`src/rtl/gray_counter_if.sv`:
```
// Control and status bundle for gray_counter: count/load controls in,
// registered binary count, Gray pointer and wrap pulse out.
interface gray_counter_if #(
  parameter int WIDTH = 4
);
  logic             en;
  logic             up;
  logic             load;
  logic [WIDTH-1:0] load_bin;
  logic [WIDTH-1:0] binary;
  logic [WIDTH-1:0] gray;
  logic             wrap;

  modport master (
    output en, up, load, load_bin,
    input  binary, gray, wrap
  );

  modport slave (
    input  en, up, load, load_bin,
    output binary, gray, wrap
  );
endinterface

```
`src/rtl/gray_counter.sv`:
```
// Up/down binary counter with a registered Gray-coded copy, suitable as a
// glitch-free pointer source for clock-domain crossings.
module gray_counter #(
  parameter int WIDTH = 4
) (
  input  logic          clk,
  input  logic          rst,
  gray_counter_if.slave bus
);

  function automatic logic [WIDTH-1:0] bin2gray(input logic [WIDTH-1:0] b);
    return b ^ (b >> 1);
  endfunction

  logic [WIDTH-1:0] cnt;
  logic [WIDTH-1:0] gray_r;
  logic             wrap_r;

  logic [WIDTH-1:0] cnt_nxt;
  logic             wrap_nxt;

  // Next-state selection: load beats count, count beats hold.
  always_comb begin
    cnt_nxt  = cnt;
    wrap_nxt = 1'b0;
    if (bus.load) begin
      cnt_nxt = bus.load_bin;
    end else if (bus.en) begin
      if (bus.up) begin
        cnt_nxt  = cnt + 1'b1;
        wrap_nxt = &cnt;
      end else begin
        cnt_nxt  = cnt - 1'b1;
        wrap_nxt = ~|cnt;
      end
    end
  end

  // Gray is registered from the next count so the output pin never sees a
  // combinational decode and flips exactly one bit per count step.
  always_ff @(posedge clk or posedge rst) begin
    if (rst) begin
      cnt    <= '0;
      gray_r <= '0;
      wrap_r <= 1'b0;
    end else begin
      cnt    <= cnt_nxt;
      gray_r <= bin2gray(cnt_nxt);
      wrap_r <= wrap_nxt;
    end
  end

  assign bus.binary = cnt;
  assign bus.gray   = gray_r;
  assign bus.wrap   = wrap_r;

endmodule

```
`src/flat_wrapper.sv`:
```
// flat-port wrapper written by rule: the top's interface ports become plain ports
module gray_counter_flat 
#(
  parameter int WIDTH = 4
)
  (clk, rst, bus_en, bus_up, bus_load, bus_load_bin, bus_binary, bus_gray, bus_wrap);
  gray_counter_if #(.WIDTH(WIDTH)) bus_i ();
  input  logic clk;
  input  logic rst;
  input wire logic [$bits(bus_i.en)-1:0] bus_en;
  input wire logic [$bits(bus_i.up)-1:0] bus_up;
  input wire logic [$bits(bus_i.load)-1:0] bus_load;
  input wire logic [$bits(bus_i.load_bin)-1:0] bus_load_bin;
  output wire logic [$bits(bus_i.binary)-1:0] bus_binary;
  output wire logic [$bits(bus_i.gray)-1:0] bus_gray;
  output wire logic [$bits(bus_i.wrap)-1:0] bus_wrap;
  assign bus_i.en = bus_en;
  assign bus_i.up = bus_up;
  assign bus_i.load = bus_load;
  assign bus_i.load_bin = bus_load_bin;
  assign bus_binary = bus_i.binary;
  assign bus_gray = bus_i.gray;
  assign bus_wrap = bus_i.wrap;
  gray_counter #(.WIDTH(WIDTH)) u_core (.clk(clk), .rst(rst), .bus(bus_i));
endmodule
```
`config.mk`:
```
export PLATFORM = sky130hd
export DESIGN_NAME = gray_counter_flat
export DESIGN_NICKNAME = d
export VERILOG_FILES = /design/src/rtl/gray_counter_if.sv /design/src/rtl/gray_counter.sv /design/src/flat_wrapper.sv
export SDC_FILE = /design/constraint.sdc
export NUM_CORES = 1
export LEC_CHECK = 0
export BUFFER_PORTS_ARGS = -buffer_cell sky130_fd_sc_hd__buf_2
export CAP_MARGIN = 20
export CORE_AREA = 4 4 41 43
export DETAILED_ROUTE_END_ITERATION = 6
export DIE_AREA = 0 0 45 47
export PLACE_DENSITY = 0.66
export RECOVER_POWER = 25
export SLEW_MARGIN = 20
export SYNTH_ARGS = -nofsm -noshare
export SYNTH_HDL_FRONTEND = slang
export SYNTH_SLANG_ARGS = --single-unit
```
`constraint.sdc`:
```
create_clock -name clk -period 3.74 [get_ports clk]
set_input_delay 0.935 -clock clk [delete_from_list [all_inputs] [get_ports clk]]
set_output_delay 0.935 -clock clk [all_outputs]
set_load 0.1 [all_outputs]
```
==> results of run 1 <==
registers in the layout, summed over array words and instances, names as in the netlist:
register,count
u_core.bus.gray,3
u_core.bus.binary,4
u_core.bus.wrap,1
worst paths after layout:
kind                                      startpoint              endpoint  slack (ns)  depth (start not counted)
worst max-delay path                          bus_up    u_core.bus.gray[2]        1.58                          7
worst min-delay path                             rst  u_core.bus.binary[1]        0.62                          2
worst max register to register  u_core.bus.binary[2]    u_core.bus.gray[2]        2.01                          5
worst min register to register  u_core.bus.binary[3]       u_core.bus.wrap        0.68                          2
max in group asynchronous                        rst       u_core.bus.wrap        2.90                          2
min in group clk                u_core.bus.binary[3]       u_core.bus.wrap        0.68                          2
area by class of cell:
class	count	area (sq um)	share of cell area, %
multi-input cells	30	230	40.5
inverters	3	11.3	1.98
well taps	15	18.8	3.30
flip-flops and latches	8	200	35.2
clock buffers	3	22.5	3.96
repair buffers	17	85.1	15.0
placed cells by master (no fill, tap or decap), drive strengths merged:
cell and n:
nand2 2, o21ai 2, clkbuf 3, ha 2
fa 1, a21oi 2, inv 3, or3 1
or4 1, xor2 2, a211oi 1, a22o 1
and3 1, and4b 1, dfrtp 8, mux2i 2
or2b 1, a31oi 1, nor2 4, buf 17
xnor2 4, nand3 1
layer usage:
metal	routed length [um]	track usage (%)	up-vias
li1	-	-	181
met1	393	11.3	151
met2	404	15.0	13
met3	69	1.15	0
met4	0	7.02	0
met5	0	0	-
cells in the mapped netlist:
cell type / count / area share, %
buf_4: 2 / 3.3
and4b_1: 1 / 2.2
or3_4: 1 / 2.5
or4_1: 1 / 1.6
nand3_1: 1 / 1.1
xnor2_1: 4 / 7.7
a21oi_1: 2 / 2.2
inv_1: 3 / 2.5
mux2i_1: 2 / 4.4
nor2_1: 4 / 3.3
a211oi_1: 1 / 1.6
xor2_1: 2 / 3.8
o21ai_0: 1 / 1.1
ha_1: 2 / 5.5
a22o_1: 1 / 1.9
a31oi_1: 1 / 1.4
dfrtp_1: 8 / 44
or2b_1: 1 / 1.6
fa_1: 1 / 4.4
o21ai_1: 1 / 1.1
nand2_1: 2 / 1.6
and3_1: 1 / 1.4
kinds of logic (layout without fill, tap and decap cells):
| kind of cell | Yosys count | count (layout) | share of synthesized area (%) |
|---|---|---|---|
| buf+inv | 5 | 23 | 5.75 |
| xor+xnor | 6 | 6 | 11.5 |
| fa+ha+maj | 3 | 3 | 9.86 |
| compound gates | 7 | 7 | 9.31 |
| flops | 8 | 8 | 43.8 |
| simple gates | 12 | 12 | 15.3 |
| mux | 2 | 2 | 4.38 |
stage by stage:
step	power (mW)	area [sq um]	worst slack (ns)	util, %
after detailed placement	0.340	546	1.34	41.9
final	0.400	568	1.58	43.7
after global routing	0.419	568	1.50	43.7
after global placement	0.338	546	1.36	41.9
after floorplan	0.306	457	1.40	-
after CTS	0.405	568	1.57	43.7
report_power, final:
part	leakage (nW)	internal, mW	switching (mW)	total, mW
Clock	0.0138	0.0365	0.0265	0.0631
Sequential	0.0972	0.104	0.0144	0.118
Combinational	0.183	0.0413	0.178	0.219
Total	0.294	0.181	0.218	0.400
==> impl_metrics.env, run 1 <==
export IMPL_dieArea_sq_mm=0.00212
export IMPL_crit_slowest_cell="or3_4"
export IMPL_coreArea_sq_mm=0.00130
export IMPL_crit_chain="buf_2 > inv_1 > ha_1 > a21oi_1 > a211oi_1 > or3_4 > xor2_1"
export IMPL_std_cell_rows=13
export IMPL_grt_pass1_vias=325
export IMPL_worstSetupPathType="in -> reg"
export IMPL_syn_area_sq_um=457
export IMPL_cts_root_buf="clkbuf_4"
export IMPL_post_drt_wl_per_cell_um=11.4
export IMPL_pin_count=18
export IMPL_vdd_ir_drop_max_mv=0.271
export IMPL_final_nets=75
export IMPL_drive_above_1_share_pct=34.4
export IMPL_syn_nets=55
export IMPL_crit_family="simple AND/OR/NAND/NOR gates"
export IMPL_ctsResizeCount=0
export IMPL_synth_distinct_cells=22
export IMPL_critPathMaxFanout=4
export IMPL_gp_congestion=0.714
export IMPL_drtPass1Iterations=3
export IMPL_hold_class="in -> async"
export IMPL_nFillCells=139
export IMPL_period_minus_slack_ns=2.16
export IMPL_drv_slew=0
export IMPL_clk_insertion_delay_late_ns=0.25
export IMPL_hold_ws_ns=0.616
export IMPL_htreeDepth=1
export IMPL_port_buffers=17
export IMPL_diodes=0
export IMPL_critPathArrivalTime_ns=2.28
export IMPL_start_kind="input port"
export IMPL_clock_skew_ns=0.000727
export IMPL_via_per_inst=4.54
export IMPL_placed_cells=73
export IMPL_worstSetupEndpointType="register"
export IMPL_p_per_area_mw_per_mm2=704
export IMPL_synth_seq_cells=8
export IMPL_synth_cells=43
export IMPL_finalCritPeriodShare_pct=57.7
export IMPL_cts_buffers_inserted=3
export IMPL_dieHeight_um=47
export IMPL_remaining_drc_errors=0
export IMPL_setup_violations=0
export IMPL_die_w_um=45
export IMPL_route_vias_total=345
export IMPL_hpwl_um=713
export IMPL_ys_seq_area_share_pct=43.8
export IMPL_grt_overflow_total=0
export IMPL_max_freq_mhz=464
export IMPL_tightestPinTransition_ns=0.488
export IMPL_status="complete, no violations"
export IMPL_fin_tns_setup_ns=0
export IMPL_antenna_left=0
export IMPL_ys_warn_count=0
export IMPL_post_synth_cell_area_avg_sq_um=10.6
export IMPL_routed_wl_um=867
export IMPL_slew_limit_headroom_pct=67.7
export IMPL_grt_total_usage_pct=9.27
export IMPL_start_util_pct=35.1
export IMPL_antenna_found_initial=0
export IMPL_cellLeakagePower_nw=0.294
export IMPL_grt_max_degree=10
export IMPL_cts_setup_buffers=0
export IMPL_slowest_delay_ns=0.39
export IMPL_layoutNonFillerInstCount=76
export IMPL_cts_tree="done"
export IMPL_rsz0062_at_grt="no"
export IMPL_cap_violations=0
export IMPL_ctsHoldBuffers=0
export IMPL_clock_path_buffers=2
export IMPL_grt_pass1_wl_um=1370
export IMPL_clk_pin_slew_ns=0.05
export IMPL_required_ns=3.86
export IMPL_drt_iter0_drc=8
export IMPL_cts_sinks=8
export IMPL_hold_viol=0
export IMPL_syn_to_final_growth_pct=24.4
export IMPL_critPathBufInv=2
No activity file was read; power rests on OpenSTA's default activity.
==> run 2: changes to the inputs <==
--- a/config.mk
+++ b/config.mk
@@ -10,7 +10,7 @@
 export CORE_AREA = 4 4 41 43
 export DETAILED_ROUTE_END_ITERATION = 6
 export DIE_AREA = 0 0 45 47
-export PLACE_DENSITY = 0.66
+export PLACE_DENSITY = 0.68
 export RECOVER_POWER = 25
 export SLEW_MARGIN = 20
 export SYNTH_ARGS = -nofsm -noshare
==> constraint.sdc (replaced) <==
create_clock -name clk -period 1.77 [get_ports clk]
set_input_delay 0.4425 -clock clk [delete_from_list [all_inputs] [get_ports clk]]
set_output_delay 0.4425 -clock clk [all_outputs]
set_load 0.1 [all_outputs]
==> run 2 against run 1 <==
Effect of this change:
- total power is 120% higher
- count of clock-buffer cells in the layout unchanged
- sequential share of layout area is 1.6 points lower
- sequential power rose by 120%
- sequential cell count is the same
- via count up 12%
- non-clock buffer count rose by 4
- critical path depth fell by 1
- die area unchanged
- clock power up 120%
- first-iteration DRC count is 13% lower
- critical path type is now reg -> reg
==> impl_metrics.env, run 2 (same netlist as run 1, synthesis figures left out) <==
export IMPL_status="complete, no violations"
export IMPL_vdd_ir_drop_max_mv=0.697
export IMPL_hpwl_um=777
export IMPL_worstSetupPathType="reg -> reg"
export IMPL_rsz0062_at_grt="no"
export IMPL_pin_count=18
export IMPL_tightestPinTransition_ns=0.490
export IMPL_slowest_delay_ns=0.50
export IMPL_drtPass1Iterations=4
export IMPL_grt_total_usage_pct=11.1
export IMPL_antenna_left=0
export IMPL_p_total_uw=888
export IMPL_grt_pass1_vias=392
export IMPL_cts_setup_buffers=0
export IMPL_layoutNonFillerInstCount=80
export IMPL_ff_latch_area_sq_um=213
export IMPL_clk_insertion_delay_late_ns=0.25
export IMPL_cellLeakagePower_nw=0.310
export IMPL_mostFrequentLayoutCell="buf_2"
export IMPL_final_nets=79
export IMPL_dieArea_sq_mm=0.00212
export IMPL_syn_to_final_growth_pct=38.4
export IMPL_fin_tns_setup_ns=0
export IMPL_hold_viol=0
export IMPL_fin_area_sq_um=632
export IMPL_max_freq_mhz=593
export IMPL_grt_overflow_total=0
export IMPL_remaining_drc_errors=0
export IMPL_crit_slowest_cell="dfrtp_4"
export IMPL_antenna_found_initial=0
export IMPL_p_per_area_mw_per_mm2=1410
export IMPL_ctsHoldBuffers=0
export IMPL_drt_iter0_drc=7
export IMPL_nFillCells=134
export IMPL_hold_ws_ns=0.116
export IMPL_crit_chain="fa_1 > xor2_1 > mux2i_1 > o21ai_1 > buf_4 > xor2_1"
export IMPL_grt_pass1_wl_um=1610
export IMPL_diodes=0
export IMPL_cts_sinks=8
export IMPL_critPathMaxFanout=6
export IMPL_required_ns=1.91
export IMPL_route_vias_total=387
export IMPL_placed_cells=77
export IMPL_critPathArrivalTime_ns=1.83
export IMPL_post_drt_wl_per_cell_um=11.6
export IMPL_htreeDepth=1
export IMPL_port_buffers=17
export IMPL_cts_buffers_inserted=3
export IMPL_start_kind="register"
export IMPL_finalCritPeriodShare_pct=95.2
export IMPL_cts_root_buf="clkbuf_4"
export IMPL_multi_input_area_sq_um=251
export IMPL_drive_above_1_share_pct=49.2
export IMPL_postPlaceCellArea_sq_um=606
export IMPL_cpMostUsedCell="xor2_1"
export IMPL_worstSetupEndpointType="register"
export IMPL_largest_reg_flops=4
export IMPL_clock_path_buffers=2
export IMPL_dieHeight_um=47
export IMPL_grt_max_degree=10
export IMPL_slew_limit_headroom_pct=67.5
export IMPL_start_util_pct=35.1
export IMPL_die_w_um=45
export IMPL_period_minus_slack_ns=1.69
export IMPL_drv_slew=0
export IMPL_routed_wl_um=925
export IMPL_final_core_util_pct=48.6
export IMPL_coreArea_sq_mm=0.00130
export IMPL_std_cell_rows=13
export IMPL_setup_ws_ns=0.0843
export IMPL_hold_class="in -> async"
export IMPL_r2r_slack_ns=0.08
export IMPL_clk_pin_slew_ns=0.05
export IMPL_clock_skew_ns=0.00345
export IMPL_dp_slack_ns=-0.121
export IMPL_via_per_inst=4.84
export IMPL_layout_common_cells="buf_2, nor2_1, xnor2_1, buf_4, dfrtp_1"
export IMPL_cts_tree="done"
export IMPL_cap_violations=0
export IMPL_setup_violations=0
export IMPL_gp_congestion=0.700
[run 2: changes by cell type in the layout (fill, tap and decap cells not counted)]
cell     before  now
a21oi_1       2    1
ha_4          0    1
nand3_1       1    0
a21oi_2       0    1
buf_4         0    4
dfrtp_4       0    3
dfrtp_1       8    4
ha_1          2    1
dfrtp_2       0    1
nand3_2       0    1
[run 2: per-layer routing]
metal	wire (um)	GRT usage [%]
met4	0	3.51
met1	353	12.0
met2	487	18.9
met3	84	5.75
met5	0	0
[run 2: repair_timing]
action / in CTS / in global routing
hold endpoints to repair: 0 / 0
gates resized for setup: 0 / 1
setup endpoints to repair: 0 / 1
[run 2: path summary, 6_finish.rpt]
check / from / endpoint / cells past startpoint
setup / recovery: u_core.bus.binary[1] / u_core.bus.gray[2] / 6
hold / removal: rst / u_core.bus.wrap / 2
setup reg to reg: u_core.bus.binary[1] / u_core.bus.gray[2] / 6
hold reg to reg: u_core.bus.binary[3] / u_core.bus.wrap / 2
max in group asynchronous: rst / u_core.bus.binary[0] / 2
min in group clk: bus_load_bin[0] / u_core.bus.binary[0] / 3
[run 2: power breakdown]
| part | leakage [nW] | internal, mW | switching, mW | total [mW] |
|---|---|---|---|---|
| clock network | 0.0138 | 0.0774 | 0.0596 | 0.137 |
| logic | 0.204 | 0.110 | 0.387 | 0.497 |
| registers | 0.0929 | 0.227 | 0.0273 | 0.254 |
[run 2: critical path: cells and delay by family, from the launching register on]
family                   cells  cell delay (ns)
flip-flops                   1             0.50
adder cells (fa/ha/maj)      1             0.41
XOR/XNOR                     2             0.30
buffers and inverters        1             0.15
multiplexers                 1             0.13
AO/OA/AOI/OAI                1             0.08
[run 2: cell type report]
class                      instances  share of cell area (%)
clock buffer                       3                    3.56
inverter                           3                    1.78
multi-input combinational         30                    39.8
sequential                         8                    33.7
tap                               15                    2.97
timing repair buffer              21                    18.2
==> run 3: changes to the inputs <==
--- a/config.mk
+++ b/config.mk
@@ -5,12 +5,12 @@
 export SDC_FILE = /design/constraint.sdc
 export NUM_CORES = 1
 export LEC_CHECK = 0
-export BUFFER_PORTS_ARGS = -buffer_cell sky130_fd_sc_hd__buf_2
 export CAP_MARGIN = 20
 export CORE_AREA = 4 4 41 43
 export DETAILED_ROUTE_END_ITERATION = 6
 export DIE_AREA = 0 0 45 47
-export PLACE_DENSITY = 0.68
+export DONT_BUFFER_PORTS = 1
+export PLACE_DENSITY = 0.56
 export RECOVER_POWER = 25
 export SLEW_MARGIN = 20
 export SYNTH_ARGS = -nofsm -noshare
==> run 3 against run 2 <==
Effect of this change:
- final cell count is 14% lower
- clock power increased by 9%
- highest routed layer is now met4
- die area is the same
- clock skew up 0.0029 ns
- sequential share of layout area is 2.5 points higher
- non-clock buffer count fell by 12
==> impl_metrics.env, run 3 (same netlist as run 1, synthesis figures left out) <==
export IMPL_diodes=0
export IMPL_coreArea_sq_mm=0.00130
export IMPL_critPathArrivalTime_ns=1.82
export IMPL_cap_violations=0
export IMPL_fin_tns_setup_ns=0
export IMPL_layout_common_cells="buf_4, nor2_1, xnor2_1, dfrtp_1"
export IMPL_crit_slowest_cell="dfrtp_4"
export IMPL_hold_viol=0
export IMPL_drt_iter0_drc=1
export IMPL_p_per_area_mw_per_mm2=1530
export IMPL_rsz0062_at_grt="no"
export IMPL_grt_total_usage_pct=10.2
export IMPL_htreeDepth=1
export IMPL_finalCritPeriodShare_pct=95.6
export IMPL_vdd_ir_drop_max_mv=0.492
export IMPL_worstSetupEndpointType="register"
export IMPL_critPathMaxFanout=5
export IMPL_drv_slew=0
export IMPL_dieHeight_um=47
export IMPL_final_core_util_pct=45.2
export IMPL_hpwl_um=783
export IMPL_cellLeakagePower_nw=0.268
export IMPL_ctsHoldBuffers=0
export IMPL_r2r_slack_ns=0.08
export IMPL_port_buffers=0
export IMPL_r2r_end="u_core.bus.gray[2]"
export IMPL_setup_violations=0
export IMPL_grt_overflow_total=0
export IMPL_start_kind="register"
export IMPL_reg2reg_depth=5
export IMPL_largest_reg_flops=4
export IMPL_grt_pass1_vias=354
export IMPL_grt_pass1_wl_um=1470
export IMPL_cts_buffers_inserted=3
export IMPL_wl_met1_um=347
export IMPL_drive_above_1_share_pct=37.0
export IMPL_clock_path_buffers=2
export IMPL_via_per_inst=5.13
export IMPL_clk_insertion_delay_late_ns=0.25
export IMPL_met2_length_um=457
export IMPL_setup_ws_ns=0.0773
export IMPL_cts_sinks=8
export IMPL_hold_ws_ns=0.00492
export IMPL_std_cell_rows=13
export IMPL_remaining_drc_errors=0
export IMPL_gp_congestion=0.849
export IMPL_status="complete, no violations"
export IMPL_max_freq_mhz=591
export IMPL_slowest_delay_ns=0.51
export IMPL_required_ns=1.90
export IMPL_pin_count=18
export IMPL_drtPass1Iterations=2
export IMPL_antenna_left=0
export IMPL_dieArea_sq_mm=0.00212
export IMPL_worstSetupPathType="reg -> reg"
export IMPL_cts_tree="done"
export IMPL_syn_to_final_growth_pct=28.8
export IMPL_slew_limit_headroom_pct=78.1
export IMPL_mostFrequentLayoutCell="buf_4"
export IMPL_routed_top_layer="met4"
export IMPL_antenna_found_initial=0
export IMPL_cts_root_buf="clkbuf_4"
export IMPL_post_drt_wl_per_cell_um=13.6
export IMPL_postPlaceCellArea_sq_um=558
export IMPL_fin_area_sq_um=588
export IMPL_hold_class="in -> async"
export IMPL_tightestPinTransition_ns=0.329
export IMPL_clock_skew_ns=0.00633
export IMPL_grt_max_degree=10
export IMPL_routed_wl_um=936
export IMPL_clk_pin_slew_ns=0.06
export IMPL_period_minus_slack_ns=1.69
export IMPL_rr_startpoint="u_core.bus.binary[2]"
export IMPL_start_util_pct=35.1
export IMPL_route_vias_total=354
export IMPL_die_w_um=45
export IMPL_final_nets=67
export IMPL_crit_chain="ha_4 > a21oi_1 > a211oi_1 > or3_4 > xor2_1"
export IMPL_dp_slack_ns=0.00103
export IMPL_wl_met3_um=93
export IMPL_nFillCells=121
## run 3: worst max path at each step
stage / start / end / slack [ns] / cells past startpoint
2_1_floorplan: u_core.bus.binary[2] / u_core.bus.gray[2] / -0.03 / 5
3_3_place_gp: bus_up / u_core.bus.gray[2] / 0.04 / 6
3_5_place_dp: bus_up / u_core.bus.gray[2] / 0.001 / 6
4_1_cts: u_core.bus.binary[0] / u_core.bus.gray[2] / 0.05 / 5
5_1_grt: u_core.bus.binary[2] / u_core.bus.gray[2] / 0.008 / 5
6_report: u_core.bus.binary[2] / u_core.bus.gray[2] / 0.08 / 5
## run 3: through the flow
stage	std cells	total power, mW
final	69	0.899
after global routing	69	0.933
after CTS	69	0.905
after floorplan	43	0.665
after global placement	65	0.741
after detailed placement	65	0.754
## run 3: area by class of cell
type	count	area (sq um)	area share [%]
multi-input cells	30	251	42.8
flip-flops and latches	8	213	36.2
repair buffers	9	67.6	11.5
inverters	3	11.3	1.91
well taps	15	18.8	3.19
clock buffers	4	26.3	4.47
## run 3: critical path: cells and delay by family, from the launching register on
family	cells	cell delay (ns)
xor gates and xnor gates	1	0.15
adders and majority gates	1	0.24
DFF	1	0.51
and+or+nand+nor	1	0.39
AOI/OAI and AO/OA	2	0.28
## run 3: repair_timing
action / 4_1_cts / 5_1_grt
setup endpoints to repair: 0 / 2
endpoints found under the hold margin: 0 / 0
buffers inserted: 0 / 0
resized for setup: 0 / 1
## run 3: routing by layer
metal / GRT usage (%) / vias to the layer above
met5: 0 / -
met4: 11.1 / 0
met3: 3.07 / 7
met2: 15.5 / 22
met1: 10.9 / 156
li1: - / 169
## run 3: power breakdown
group          internal, mW  switching, mW  leakage, nW
Sequential            0.227         0.0311       0.0929
Combinational         0.114          0.378        0.160
Clock                0.0863         0.0629       0.0150
Total                 0.427          0.472        0.268
